File: config.mk
export PLATFORM = sky130hd
export DESIGN_NAME = gen_debug_data_scan_mux
export DESIGN_NICKNAME = d
export VERILOG_FILES = /design/src/rtl/gen_debug_data_scan_mux.sv
export SDC_FILE = /design/constraint.sdc
export NUM_CORES = 1
export LEC_CHECK = 0
export CAP_MARGIN = 20
export CORE_UTILIZATION = 35
export CTS_CLUSTER_SIZE = 16
export DETAILED_ROUTE_END_ITERATION = 12
export HOLD_SLACK_MARGIN = 0.12
export PLACE_DENSITY = 0.54
export SYNTH_ARGS = -nofsm -noshare
export SYNTH_HDL_FRONTEND = slang
export SYNTH_SLANG_ARGS = --single-unit
File: constraint.sdc
create_clock -name clk -period 5.3 [get_ports clk]
set_input_delay 1.325 -clock clk [delete_from_list [all_inputs] [get_ports clk]]
set_output_delay 1.325 -clock clk [all_outputs]
set_load 0.02 [all_outputs]
File: src/rtl/gen_debug_data_scan_mux.sv
// gen_debug_data_scan_mux
// Slices NUM_OF_IN_DATA_BUSES debug buses into OUT_DATA_BUS_WIDTH words. The
// last word of each bus is zero-padded at the MSBs.
// Live mode:  two-stage registered word select (one-hot, then AND-OR).
// Scan mode:  atomic snapshot of every bus, streamed out over valid/ready.
// Ports:
//   clk, rst_n        clock, async active-low reset
//   in_data_bus       concatenated input buses, bus b at [b*IN +: IN]
//   in_data_sel       live-mode word index
//   mode              0 = live, 1 = scan
//   scan_start        single-cycle scan request
//   scan_all          1 = scan every word, 0 = scan bus scan_bus_sel only
//   scan_bus_sel      bus to scan when scan_all = 0
//   out_ready         downstream ready (scan mode)
//   out_data_bus      output word
//   out_valid         scan word valid
//   out_last          current scan word is the final one
//   out_word_idx      index of the word on out_data_bus
//   scan_busy         scan in progress
//   scan_done         one-cycle pulse after the last handshake
//   scan_err          one-cycle pulse on an illegal scan request
module gen_debug_data_scan_mux #(
  parameter int unsigned IN_DATA_BUS_WIDTH    = 100,
  parameter int unsigned NUM_OF_IN_DATA_BUSES = 3,
  parameter int unsigned OUT_DATA_BUS_WIDTH   = 32,
  localparam int unsigned WPB   = (IN_DATA_BUS_WIDTH + OUT_DATA_BUS_WIDTH - 1) / OUT_DATA_BUS_WIDTH,
  localparam int unsigned OPTS  = NUM_OF_IN_DATA_BUSES * WPB,
  localparam int unsigned SELW  = ($clog2(OPTS) > 1) ? $clog2(OPTS) : 1,
  localparam int unsigned BSELW = ($clog2(NUM_OF_IN_DATA_BUSES) > 1) ? $clog2(NUM_OF_IN_DATA_BUSES) : 1
) (
  input  logic                                              clk,
  input  logic                                              rst_n,
  input  logic [NUM_OF_IN_DATA_BUSES*IN_DATA_BUS_WIDTH-1:0] in_data_bus,
  input  logic [SELW-1:0]                                   in_data_sel,
  input  logic                                              mode,
  input  logic                                              scan_start,
  input  logic                                              scan_all,
  input  logic [BSELW-1:0]                                  scan_bus_sel,
  input  logic                                              out_ready,
  output logic [OUT_DATA_BUS_WIDTH-1:0]                     out_data_bus,
  output logic                                              out_valid,
  output logic                                              out_last,
  output logic [SELW-1:0]                                   out_word_idx,
  output logic                                              scan_busy,
  output logic                                              scan_done,
  output logic                                              scan_err
);

  localparam int unsigned IN      = IN_DATA_BUS_WIDTH;
  localparam int unsigned OUT     = OUT_DATA_BUS_WIDTH;
  localparam int unsigned NBUS    = NUM_OF_IN_DATA_BUSES;
  localparam int unsigned BUSW    = NBUS * IN;
  localparam int unsigned WORDS_W = WPB * OUT;
  localparam int unsigned PADW    = OPTS * OUT;

  typedef enum logic [1:0] {IDLE, LOAD, SEND} state_t;

  // Re-pack buses so every bus occupies exactly WPB words (zero-padded MSBs).
  function automatic logic [PADW-1:0] pad(input logic [BUSW-1:0] v);
    logic [PADW-1:0] p;
    p = '0;
    for (int unsigned b = 0; b < NBUS; b++) begin
      p[b*WORDS_W +: WORDS_W] = WORDS_W'(v[b*IN +: IN]);
    end
    return p;
  endfunction

  // Word select by binary index; out-of-range gives zero.
  function automatic logic [OUT-1:0] pick(input logic [PADW-1:0] v, input logic [SELW-1:0] k);
    logic [OUT-1:0] w;
    w = '0;
    for (int unsigned i = 0; i < OPTS; i++) begin
      if (k == SELW'(i)) w = v[i*OUT +: OUT];
    end
    return w;
  endfunction

  // Word select by one-hot mask (AND-OR, no priority).
  function automatic logic [OUT-1:0] andor(input logic [PADW-1:0] v, input logic [OPTS-1:0] oh);
    logic [OUT-1:0] w;
    w = '0;
    for (int unsigned i = 0; i < OPTS; i++) begin
      w = w | (v[i*OUT +: OUT] & {OUT{oh[i]}});
    end
    return w;
  endfunction

  state_t            state_q, state_d;
  logic [BUSW-1:0]   snap_q, snap_d;
  logic [SELW-1:0]   first_q, first_d;
  logic [SELW-1:0]   last_q, last_d;
  logic [OPTS-1:0]   onehot_q, onehot_d;
  logic [SELW-1:0]   sel_q, sel_d;
  logic [OUT-1:0]    data_d;
  logic [SELW-1:0]   idx_d;
  logic              valid_d, last_flag_d, busy_d, done_d, err_d;

  logic [PADW-1:0]   live_pad;
  logic [PADW-1:0]   snap_pad;
  logic [SELW-1:0]   next_idx;
  logic [SELW-1:0]   bus_base;

  assign live_pad = pad(in_data_bus);
  assign snap_pad = pad(snap_q);
  assign next_idx = out_word_idx + SELW'(1);
  assign bus_base = SELW'(scan_bus_sel) * SELW'(WPB);

  // State register and registered outputs.
  always_ff @(posedge clk or negedge rst_n) begin
    if (!rst_n) begin
      state_q      <= IDLE;
      snap_q       <= '0;
      first_q      <= '0;
      last_q       <= '0;
      onehot_q     <= '0;
      sel_q        <= '0;
      out_data_bus <= '0;
      out_word_idx <= '0;
      out_valid    <= 1'b0;
      out_last     <= 1'b0;
      scan_busy    <= 1'b0;
      scan_done    <= 1'b0;
      scan_err     <= 1'b0;
    end else begin
      state_q      <= state_d;
      snap_q       <= snap_d;
      first_q      <= first_d;
      last_q       <= last_d;
      onehot_q     <= onehot_d;
      sel_q        <= sel_d;
      out_data_bus <= data_d;
      out_word_idx <= idx_d;
      out_valid    <= valid_d;
      out_last     <= last_flag_d;
      scan_busy    <= busy_d;
      scan_done    <= done_d;
      scan_err     <= err_d;
    end
  end

  // Next-state and next-output logic.
  always_comb begin
    state_d     = state_q;
    snap_d      = snap_q;
    first_d     = first_q;
    last_d      = last_q;
    onehot_d    = onehot_q;
    sel_d       = sel_q;
    data_d      = out_data_bus;
    idx_d       = out_word_idx;
    valid_d     = out_valid;
    last_flag_d = out_last;
    done_d      = 1'b0;
    err_d       = 1'b0;

    unique case (state_q)
      IDLE: begin
        if (mode) begin
          // Live pipeline frozen; only a scan request is acted on.
          if (scan_start) begin
            if (!scan_all && (32'(scan_bus_sel) >= NBUS)) begin
              err_d = 1'b1;
            end else begin
              state_d = LOAD;
              snap_d  = in_data_bus;
              first_d = scan_all ? '0 : bus_base;
              last_d  = scan_all ? SELW'(OPTS - 1) : bus_base + SELW'(WPB - 1);
            end
          end
        end else begin
          // Stage 1 registers the one-hot; stage 2 applies it to the live buses.
          onehot_d = (32'(in_data_sel) < OPTS) ? (OPTS'(1) << in_data_sel) : '0;
          sel_d    = in_data_sel;
          data_d   = andor(live_pad, onehot_q);
          idx_d    = sel_q;
        end
      end

      LOAD: begin
        if (!mode) begin
          state_d     = IDLE;
          valid_d     = 1'b0;
          last_flag_d = 1'b0;
        end else begin
          state_d     = SEND;
          data_d      = pick(snap_pad, first_q);
          idx_d       = first_q;
          valid_d     = 1'b1;
          last_flag_d = (first_q == last_q);
        end
      end

      SEND: begin
        if (!mode) begin
          state_d     = IDLE;
          valid_d     = 1'b0;
          last_flag_d = 1'b0;
        end else if (out_valid && out_ready) begin
          if (out_last) begin
            state_d     = IDLE;
            valid_d     = 1'b0;
            last_flag_d = 1'b0;
            done_d      = 1'b1;
          end else begin
            data_d      = pick(snap_pad, next_idx);
            idx_d       = next_idx;
            last_flag_d = (next_idx == last_q);
          end
        end
      end

      default: begin
        state_d     = IDLE;
        valid_d     = 1'b0;
        last_flag_d = 1'b0;
      end
    endcase

    busy_d = (state_d != IDLE);
  end

endmodule

# After elaboration in Yosys (flattened, before gate mapping)
# Index checks and enable logic that the tools add are counted.
[word_totals]
register_bits = 367
inputBits = 312
out_inout_bits = 41
wordCells = 155
[classes]
n_addsub = 2
magnitude_cmp = 2
eq_ne = 33
shift = 1
mux = 65
bitwise_logic = 26
n_reduce_logical = 13
[ops]
columns = ["cell", "count"]
rows = [
  ["$mux W32", 29],
  ["$or A32 B32 Y32", 11],
  ["$and A32 B32 Y32", 9],
  ["$and A4 B32 Y32", 3],
  ["$pmux W32 S3", 1],
  ["$eq A4 B3 Y1 const B", 8],
  ["$eq A4 B4 Y1 const B", 8],
  ["$mux W4", 7],
  ["$eq A4 B2 Y1 const B", 4],
  ["$mux W1", 16],
  ["$mux W2", 7],
  ["$mux W12", 1],
  ["$pmux W4 S3", 1],
  ["$shl A1 B4 Y12 const A", 1],
  ["$ne A2 B2 Y1 const B", 5],
  ["$eq A4 B1 Y1 const B", 2],
  ["$eq A4 B4 Y1", 2],
  ["$logic_not A4 Y1", 2],
  ["$ne A3 B3 Y1 const B", 2],
  ["$pmux W1 S3", 2],
  ["$pmux W2 S3", 1],
  ["$reduce_and A6 Y1", 1],
  ["$add A4 B1 Y4 const B", 1],
  ["$add A4 B2 Y4 const B", 1],
  ["13 further kinds", 17],
]

# Longest topological paths before layout
# Gate-level depths: netlist (run 1).
[depth]
depth_word = 18
ltp_mapped = 11
mapped_depth_nobuf = 8

# Least setup slack after synthesis (run 1)
# OpenSTA, ideal clock, no wires.
[synth_path]
path_type = "in2reg"
start = "in mode"
end = "reg out_data_bus[15]"
setup_time_ns = 0.104
arrival_time_ns = 2.955
t_required_ns = 5.196
slack_ns = 2.241
cell_stages = 7
path_buffers = 3
path_cell_list = "buf_4 -> a211o_1 -> or4_4 -> a21o_1 -> buf_4 -> buf_4 -> o41ai_2"
[synth_via]
elab_chain_len = 2
elab_cells_between_ends = 4
cone_classes = "eq/ne (3); reduce/logical (1)"
[synth_lines]
columns = ["element", "line_no", "text"]
rows = [
  ["start: declaration", "35", "input logic mode,"],
  ["$ne A2 B2 Y1 (no line)", "-", ""],
  ["$reduce_and A6 Y1 (no line) (*)", "-", ""],
  ["end signal: assignment", "131", "out_data_bus <= data_d;"],
  ["end: declaration", "40", "output logic [OUT_DATA_BUS_WIDTH-1:0] out_data_bus,"],
]
# Every way passes the cells marked *; elsewhere a longest branch is shown, timed or not.
# A chain may end at the register's enable or synchronous reset.

# Final worst setup path (run 1)
[layout_path]
start = "reg out_word_idx[0]"
end = "reg out_data_bus[31]"
[layout_via]
elab_chain_len = 18
elab_cells_between_ends = 29
cone_classes = "add/sub (1); eq/ne (11); mux (16); reduce/logical (1)"
[layout_lines]
columns = ["element", "line_no", "text"]
rows = [
  ["start: declaration", "43", "output logic [SELW-1:0] out_word_idx,"],
  ["start signal: assignment", "132", "out_word_idx <= idx_d;"],
  ["$add A4 B1 Y4 (*)", "105", "assign next_idx = out_word_idx + SELW'(1);"],
  ["$logic_not A4 Y1", "73", "if (k == SELW'(i)) w = v[i*OUT +: OUT];"],
  ["$mux W32 (11 in a row)", "73", ""],
  ["$mux W32 (*)", "73", ""],
  ["$mux W32 (*)", "199", "if (out_last) begin"],
  ["$mux W32 (*)", "198", "end else if (out_valid && out_ready) begin"],
  ["$mux W32 (*)", "194", "if (!mode) begin"],
  ["$pmux W32 S3 (*)", "156", "unique case (state_q)"],
]
# Every way passes the cells marked *; elsewhere a longest branch is shown, timed or not. The select of a mux whose other input is x is not followed.

==> results of run 1 <==
-- per-layer routing --
metal	vias up	wire length [um]	part of all wire, %
met4	14	2220	2.9
met1	8531	33700	44
met2	776	35700	46
met3	160	5410	7.0
met5	-	89	0.12
li1	7149	-	-
-- cell families (layout without fill, tap and decap cells) --
logic type | Yosys count | in the layout | share of synthesized area, %
other | 0 | 3 | 0
and+or+nand+nor | 257 | 257 | 6.15
AOI/OAI and AO/OA | 572 | 572 | 22.4
buffers and inverters | 170 | 483 | 3.70
xor gates and xnor gates | 5 | 5 | 0.229
adders and majority gates | 9 | 9 | 0.588
muxes | 335 | 335 | 19.5
DFF | 363 | 363 | 47.4
-- area by class of cell --
type | instances | area [um^2]
sequential | 363 | 9100
clock inverter | 11 | 113
tap | 696 | 871
multi-input combinational | 1178 | 9460
inverter | 19 | 71.3
clock buffer | 71 | 1340
antenna | 3 | 7.51
timing repair buffer | 382 | 3840
fill | 4999 | 29100
-- final timing paths --
kind	end	cells after the start	slack, ps	startpoint
worst max-delay path	out_data_bus[31]	6	1490	out_word_idx[0]
worst min-delay path	sel_q[3]	1	500	sel_q[3]
worst max register to register	out_data_bus[31]	6	1490	out_word_idx[0]
worst min register to register	sel_q[3]	1	500	sel_q[3]
max in group asynchronous	last_q[2]	2	3520	rst_n
min in group asynchronous	snap_q[284]	1	770	rst_n
-- worst max-delay path, cell delays in order (launching register included) --
cell,delay [ps]
dfrtp_1,610
ha_4,850
nor2b_1,520
and2_2,1020
a22o_1,280
a211oi_1,50
o41ai_1,320
-- metrics by stage --
stage	util, %	total power, mW	instance area [um^2]	instances
6_report	46.0	14.6	24800	2723
5_1_grt	46.0	15.4	24800	2721
4_1_cts	46.0	14.6	24800	2720
3_5_place_dp	43.3	11.5	23300	2638
3_3_place_gp	43.2	11.3	23300	2637
2_1_floorplan	-	9.12	19100	1711
-- registers in the layout, summed over array words and instances, names as in the netlist --
register	cells
out_word_idx	4
scan_busy	1
out_data_bus	32
onehot_q	12
sel_q	4
scan_done	1
last_q	3
snap_q	300
out_valid	1
state_q	2
first_q	1
out_last	1
scan_err	1
-- cell usage in the layout, fill, tap and decap left out, drive strengths merged, types with 11 or more instances in the layout --
cell           instances
a22oi                159
nand2                 69
o22ai                 32
inv                   20
mux2i                 32
a22o                  64
a21oi                 85
a211oi                85
nand2b                11
clkdlybuf4s50        351
clkbuf                71
o21ai                 58
buf                   31
dfrtp                363
mux2                 303
o41ai                 31
nand4                 29
nor2                 105
-- report_power, final --
group	internal, mW	switching (mW)	leakage [nW]	total, mW
clock	1.83	1.23	0.722	3.06
combinational	2.86	3.51	4.68	6.37
sequential	4.14	1.05	4.33	5.19
==> metrics.md, run 1 <==
| Metric | Value |
|---|---|
| Final setup viols | `0` |
| Max-Cap Viols | `0` |
| Post-synth ARST share | `100%` |
| Clk_lat worst skew | `590 ps` |
| Final setup margin | `1490 ps` |
| Min-Delay Path Class | `reg2reg` |
| Hold slack | `503 ps` |
| DIE HEIGHT | `236 um` |
| Pre-CTS WS | `1330 ps` |
| F_max | `0.262 GHz` |
| Pre-antenna DRT Iters | `6` |
| Crit-path max FO | `69` |
| Core ar. | `53900 um^2` |
| Antenna-violating nets left | `0` |
| Final Critical Period | `3810 ps` |
| Layout cell share with drive strength beyond 1 | `22.7%` |
| # IOs | `353` |
| WL final | `77.1 mm` |
| # H-tree levels | `2` |
| Clock-pin slew on the worst setup and hold paths | `60 ps` |
| Share of the synthesized area in the top cell type | `47.4%` |
| Row count | `85` |
| Worst Max-Slew Pin Slew | `1160 ps` |
| # port buffers | `352` |
| Synth cell count leaders | `dfrtp_1, mux2_2, a22oi_1` |
| Final Max Tran Viols | `0` |
| Synth Warn # | `0` |
| Post-synth cell types | `62` |
| Synth Flop Type | `dfrtp_1` |
| Clk buf depth | `3` |
| Vias per cell | `6.11` |
| Syn nets | `2032` |
| Power Dens Cells | `590 nW/um^2` |
| All-layer global routing usage | `27.3%` |
| Critical Path RT | `5760 ps` |
| CP Class | `reg2reg` |
| Starting density of the core | `35.5%` |
| Status | `finished clean` |
| Dominant cell type by area after synthesis | `dfrtp_1` |
| Crit path DAT | `4270 ps` |
| Busiest layer in global routing | `met2` |
| Cts bufs inserted | `44` |
| Total negative slack | `0 ps` |
| CTS tree | `done` |
| Hold buffer count at cts | `0` |
| VDD IR max | `0.337 mV` |
| First-pass GRT wire length | `113 mm` |
| Tcrit/Tclk final | `71.9%` |
| P_leak | `9.74 nW` |
| Largest cells by area after synthesis | `dfrtp_1, mux2_2, a22oi_1` |
| #FFs+latches synth | `363` |
| M2 GR Usage | `43.7%` |
| Most common cell in the synthesized netlist | `dfrtp_1` |
| Clock Sinks | `363` |
| Post-synth EDFFs | `0` |
| Clock skew | `35.1 ps` |
| GR Util met3 | `4.73%` |
| Vias in the first global route | `17000` |
| Gpl congestion | `0.883` |
| Total setup buffers inserted after CTS | `0` |
| Global route total overflow | `0` |
| Register area share after synthesis | `47.4%` |
| DR iter-0 viols | `1677` |
| Max-Slew Margin vs Limit | `23.0%` |
| Die area | `55700 um^2` |
| RSZ-0062 raised after global routing | `false` |
| Nets | `2309` |
| Crit end category | `register` |
| CTS root buf | `clkbuf_16` |
| Synthesized area per cell | `11.2 um^2` |
| Syn-to-layout area delta | `29.5%` |
| Post-synthesis cell count | `1711` |
| Residual DRC | `0` |
| Pin count of the biggest net entering global routing | `90` |
| Met1 Usage GRT | `37.3%` |
| Final hold violation count | `0` |
| Post-CTS sizing | `0` |
| Die extent in x | `236 um` |
| Initial antenna violation count | `8` |
| HPWL Detailed | `48.7 mm` |
| Detailed-route via count | `16600` |
| Synthesized area | `19100 um^2` |
| Worst Setup Start Kind | `register` |
| WL/cell | `28.3 um` |
Power figures use the tool's default switching activity.
==> run 2: changes to the inputs <==
Clock period 5.3 ns to 3.9 ns, I/O delays scaled along.
==> run 2 against run 1 <==
  * Non-clock buffer count rose by 24
  * Final cell count rose by 0.77%
  * Flip-flop and latch count did not move
  * Design area rose by 1.1%
  * Total power rose by 37%
  * Die area did not move
  * Combinational power rose by 36%
==> metrics.md, run 2 (synthesis gave the netlist of run 1 again) <==
| Metric | Value |
|---|---|
| Status | `finished clean` |
| F_max | `0.298 GHz` |
| Clk buf depth | `3` |
| Final setup viols | `0` |
| Power Dens Cells | `797 nW/um^2` |
| Post-CTS sizing | `0` |
| HPWL Detailed | `50.6 mm` |
| Initial antenna violation count | `8` |
| # IOs | `353` |
| Vias per cell | `6.06` |
| Die area | `55700 um^2` |
| Final core occ | `46.5%` |
| Final setup margin | `549 ps` |
| Cts bufs inserted | `44` |
| # H-tree levels | `2` |
| Residual DRC | `0` |
| Syn-to-layout area delta | `30.9%` |
| Die extent in x | `236 um` |
| CTS root buf | `clkbuf_16` |
| Clock Sinks | `363` |
| Largest register FFs | `300` |
| Hold buffer count at cts | `0` |
| Starting density of the core | `35.5%` |
| Pin count of the biggest net entering global routing | `89` |
| Critical path cell sequence | `ha_1, nor2b_1, nand2_1, nand2_1, nand3_2, buf_12, o22ai_1, o41ai_2` |
| Layout cell share with drive strength beyond 1 | `23.5%` |
| Top delay family on crit path | `simple AND/OR/NAND/NOR gates` |
| Worst path slowest cell | `dfrtp_1` |
| Gpl congestion | `0.875` |
| Final hold violation count | `0` |
| Tcrit/Tclk final | `85.9%` |
| RR Endpoint | `out_data_bus[23]` |
| Detailed-route via count | `16600` |
| P_leak | `9.88 nW` |
| Final Critical Period | `3350 ps` |
| Max-Slew Margin vs Limit | `17.0%` |
| Core ar. | `53900 um^2` |
| Global route total overflow | `0` |
| Fin cells | `2744` |
| Critical Path RT | `4330 ps` |
| Antenna-violating nets left | `0` |
| Crit end category | `register` |
| Crit-path max FO | `16` |
| Most frequent CP cell | `nand2_1` |
| Commonest non-fill, non-tap cell in the layout | `dfrtp_1` |
| Crit path DAT | `3780 ps` |
| VDD IR max | `0.467 mV` |
| Reg2Reg Depth | `8` |
| Worst Max-Slew Pin Slew | `1250 ps` |
| Dpl cells | `2662` |
| Pre-antenna DRT Iters | `5` |
| RSZ-0062 raised after global routing | `false` |
| Total negative slack | `0 ps` |
| First-pass GRT wire length | `113 mm` |
| # port buffers | `352` |
| Clock-pin slew on the worst setup and hold paths | `60 ps` |
| Buf/Inv on CP | `1` |
| Worst Setup Start Kind | `register` |
| Tot Pwr | `20.0 mW` |
| Largest Register | `snap_q` |
| Nets | `2333` |
| Vias in the first global route | `17200` |
| DR iter-0 viols | `1825` |
| Final Max Tran Viols | `0` |
| Worst r2r src | `out_word_idx[0]` |
| Max-Cap Viols | `0` |
| Row count | `85` |
| Pre-CTS WS | `407 ps` |
| Worst reg2reg setup slack | `550 ps` |
| WL final | `77.0 mm` |
| WL/cell | `28.1 um` |
| Clk_lat worst skew | `570 ps` |
| All-layer global routing usage | `27.4%` |
| Min-Delay Path Class | `in2async` |
| Critical Path Max Stage Delay | `540 ps` |
| DIE HEIGHT | `236 um` |
| CTS tree | `done` |
| Filler cells | `4959` |
| Clock skew | `14.4 ps` |
| CP Class | `reg2reg` |
| Top flop regs | `snap_q x300, out_data_bus x32, onehot_q x12` |
| Total setup buffers inserted after CTS | `0` |
| Commonest cells after routing, fill and taps aside | `dfrtp_1, clkdlybuf4s50_1, mux2_2, a22oi_1, nor2_1` |
## run 2: cell types whose count changed in the layout (fill, tap and decap cells not counted)
cell       before  now
buf_12          7   15
buf_4          23   39
bufinv_16       2    3
clkbuf_1       14   13
clkbuf_8       12   10
diode_2         3    4
inv_6           2    0
## run 2: per-stage QoR
stage | area, um^2 | hold WS (ps)
3_3_place_gp | 23600 | 482
2_1_floorplan | 19100 | 450
3_5_place_dp | 23600 | 491
4_1_cts | 25100 | 449
6_report | 25100 | 445
5_1_grt | 25100 | 477
## run 2: report_power, final
part,leakage [nW],internal [mW],switching (mW)
Combinational,4.84,4.01,4.66
Sequential,4.33,5.62,1.52
Clock,0.712,2.50,1.66
Total,9.88,12.1,7.85
## run 2: worst max path at each step
stage	to	start	depth (start not counted)
2_1_floorplan	out_data_bus[15]	mode	7
3_3_place_gp	out_data_bus[13]	mode	7
3_5_place_dp	out_data_bus[13]	mode	7
4_1_cts	out_data_bus[23]	out_word_idx[0]	8
5_1_grt	out_data_bus[23]	out_word_idx[0]	8
6_report	out_data_bus[23]	out_word_idx[0]	8
## run 2: worst reg2reg max path, stage by stage (launching register included)
cell and delay [ps]:
dfrtp_1 540, ha_1 510, nor2b_1 370, nand2_1 220, nand2_1 280, nand3_2 500
buf_12 420, o22ai_1 260, o41ai_2 120
## run 2: area by class of cell
cell class / count / area [um^2] / area share, %
Tap cell: 696 / 871 / 3.47
Inverter: 19 / 71.3 / 0.285
Multi-Input combinational cell: 1178 / 9460 / 37.7
Clock inverter: 10 / 125 / 0.499
Timing Repair Buffer: 406 / 4120 / 16.4
Clock buffer: 68 / 1310 / 5.24
Sequential cell: 363 / 9100 / 36.3
Antenna cell: 4 / 10.0 / 0.0399
## run 2: routing by layer
metal | up-vias | global-route usage (%) | part of all wire (%)
met4 | 8 | 9.65 | 2.9
met5 | - | 0 | 0.071
li1 | 7183 | - | -
met2 | 753 | 43.1 | 46
met1 | 8540 | 38.3 | 44
met3 | 143 | 4.11 | 6.8
==> run 3: changes to the inputs <==
Settings changed: CTS_CLUSTER_DIAMETER set to 60, RECOVER_POWER set to 50.
==> run 3 against run 2 <==
  * Critical path depth stayed put
  * Worst hold slack better by 61 ps
  * The run now ends with max-capacitance violations, max-slew violations left
  * Non-clock buffer count unchanged
  * Critical endpoint unchanged
  * Count of clock-buffer cells in the layout decreased by 26
  * Global-route usage is essentially flat
  * Clock skew rose by 13 ps
  * Sequential power is essentially flat
  * Combinational power about the same
  * Die area stayed put
==> metrics.md, run 3 (synthesis gave the netlist of run 1 again) <==
| Metric | Value |
|---|---|
| Status | `finished, violations left` |
| Failing checks | `max-capacitance violations, max-slew violations` |
| Final hold violation count | `0` |
| CTS tree | `done` |
| Total setup buffers inserted after CTS | `0` |
| Crit-path max FO | `16` |
| Post-CTS sizing | `0` |
| Residual DRC | `0` |
| Worst Max-Slew Pin Slew | `2440 ps` |
| All-layer global routing usage | `27.4%` |
| Storage cell area | `9100 um^2` |
| Starting density of the core | `35.5%` |
| Max-Cap Viols | `1` |
| Critical Path Max Stage Delay | `550 ps` |
| Commonest cells after routing, fill and taps aside | `dfrtp_1, clkdlybuf4s50_1, mux2_2, a22oi_1, nor2_1` |
| First-pass GRT wire length | `113 mm` |
| Pre-antenna DRT Iters | `6` |
| Nets | `2328` |
| Clk_lat worst skew | `590 ps` |
| Row count | `85` |
| DIE HEIGHT | `236 um` |
| Die extent in x | `236 um` |
| Min-Delay Path Class | `reg2reg` |
| Clock power frac | `20.9%` |
| P_sw | `7.99 mW` |
| HPWL Detailed | `50.6 mm` |
| Filler cells | `4959` |
| RSZ-0062 raised after global routing | `false` |
| Largest Register | `snap_q` |
| Tcrit/Tclk final | `85.2%` |
| Commonest non-fill, non-tap cell in the layout | `dfrtp_1` |
| Power Dens Cells | `800 nW/um^2` |
| CP Class | `reg2reg` |
| Max-Slew Margin vs Limit | `-62.6%` |
| Total internal power | `12.0 mW` |
| Final Critical Period | `3320 ps` |
| Clock Sinks | `363` |
| Total negative slack | `0 ps` |
| Critical path cell sequence | `ha_1, nor2b_1, nand2_1, nand2_1, nand3_2, buf_12, o22ai_1, o41ai_2` |
| Final setup viols | `0` |
| Clock skew | `27.0 ps` |
| # H-tree levels | `2` |
| Vias in the first global route | `17100` |
| Gpl congestion | `0.875` |
| F_max | `0.301 GHz` |
| Crit path DAT | `3770 ps` |
| Multi-input gate area | `9460 um^2` |
| Syn-to-layout area delta | `30.5%` |
| Worst Setup Start Kind | `register` |
| Largest register FFs | `300` |
| Antenna-violating nets left | `0` |
| Pre-CTS WS | `407 ps` |
| WL final | `77.0 mm` |
| Die area | `55700 um^2` |
| Clock-pin slew on the worst setup and hold paths | `70 ps` |
| Vias per cell | `6.04` |
| Clk buf depth | `3` |
| # port buffers | `352` |
| Cts bufs inserted | `39` |
| Top flop regs | `snap_q x300, out_data_bus x32, onehot_q x12` |
| Final core occ | `46.4%` |
| WL/cell | `28.1 um` |
| Worst path slowest cell | `dfrtp_1` |
| P_leak | `9.82 nW` |
| Most frequent CP cell | `nand2_1` |
| Critical Path RT | `4350 ps` |
| Final Max Tran Viols | `82` |
| # IOs | `353` |
| Pin count of the biggest net entering global routing | `89` |
| Final setup margin | `579 ps` |
| Global route total overflow | `0` |
| Core ar. | `53900 um^2` |
| Crit end category | `register` |
| Hold buffer count at cts | `0` |
| Comb power frac | `43.4%` |
| Layout cell share with drive strength beyond 1 | `23.6%` |
| Initial antenna violation count | `8` |
| Detailed-route via count | `16500` |
| Switching Share | `40.0%` |
| DR iter-0 viols | `1592` |
| CTS root buf | `clkbuf_16` |
| Reg power frac | `35.7%` |
| VDD IR max | `0.469 mV` |
-- run 3: cell count changes in the layout (fill, tap and decap cells not counted), moves of 6 or more --
cell        previous run  this run
clkbuf_8              10         1
inv_6                  0         8
clkbuf_1              13         6
clkinvlp_4             0         7
buf_4                 39        33
clkbuf_16             45        39
-- run 3: worst paths after layout --
check / from / to / slack [ps] / depth (start not counted)
hold reg to reg: snap_q[75] / snap_q[75] / 510 / 1
setup / recovery: out_word_idx[0] / out_data_bus[23] / 580 / 8
max in group asynchronous: rst_n / onehot_q[8] / 720 / 3
setup reg to reg: out_word_idx[0] / out_data_bus[23] / 580 / 8
min in group asynchronous: rst_n / snap_q[51] / 1110 / 1
hold / removal: snap_q[75] / snap_q[75] / 510 / 1
-- run 3: power groups by stage --
stage	clock network (mW)	registers (mW)	logic, mW
finish	4.18	7.14	8.67
global route	4.39	7.33	9.32
CTS	4.25	7.08	8.65
detailed placement	0	7.14	8.61
global placement	0	7.07	8.47
floorplan	0	6.66	5.74
-- run 3: layout make-up --
cell class	count	area share, %
clock buffers	42	3.99
flip-flops and latches	363	36.4
well taps	696	3.48
repair buffers	406	16.3
inverters	19	0.285
multi-input cells	1178	37.8
clock inverters	30	1.66
diodes	4	0.0400
-- run 3: metal layers --
layer | GRT usage, % | routed length (um) | part of all wire, %
met1 | 38.1 | 34200 | 44
met2 | 43.5 | 35700 | 46
met3 | 3.82 | 4840 | 6.3
met4 | 9.63 | 2150 | 2.8
met5 | 0 | 53 | 0.069
-- run 3: worst max-delay path, delay by kind of cell (launching register included) --
family                     cells  cell delay, ps
and+or+nand+nor                4            1350
adders and majority gates      1             500
AOI/OAI and AO/OA              2             380
DFF                            1             550
buffers and inverters          1             390
-- run 3: through the flow --
stage / instance area (um^2) / total power [mW] / hold slack, ps / std cells
after floorplan: 19100 / 12.4 / 450 / 1711
after global placement: 23600 / 15.5 / 482 / 2662
after detailed placement: 23600 / 15.7 / 491 / 2662
after CTS: 25000 / 20.0 / 432 / 2734
after global routing: 25000 / 21.0 / 513 / 2738
final: 25000 / 20.0 / 506 / 2738
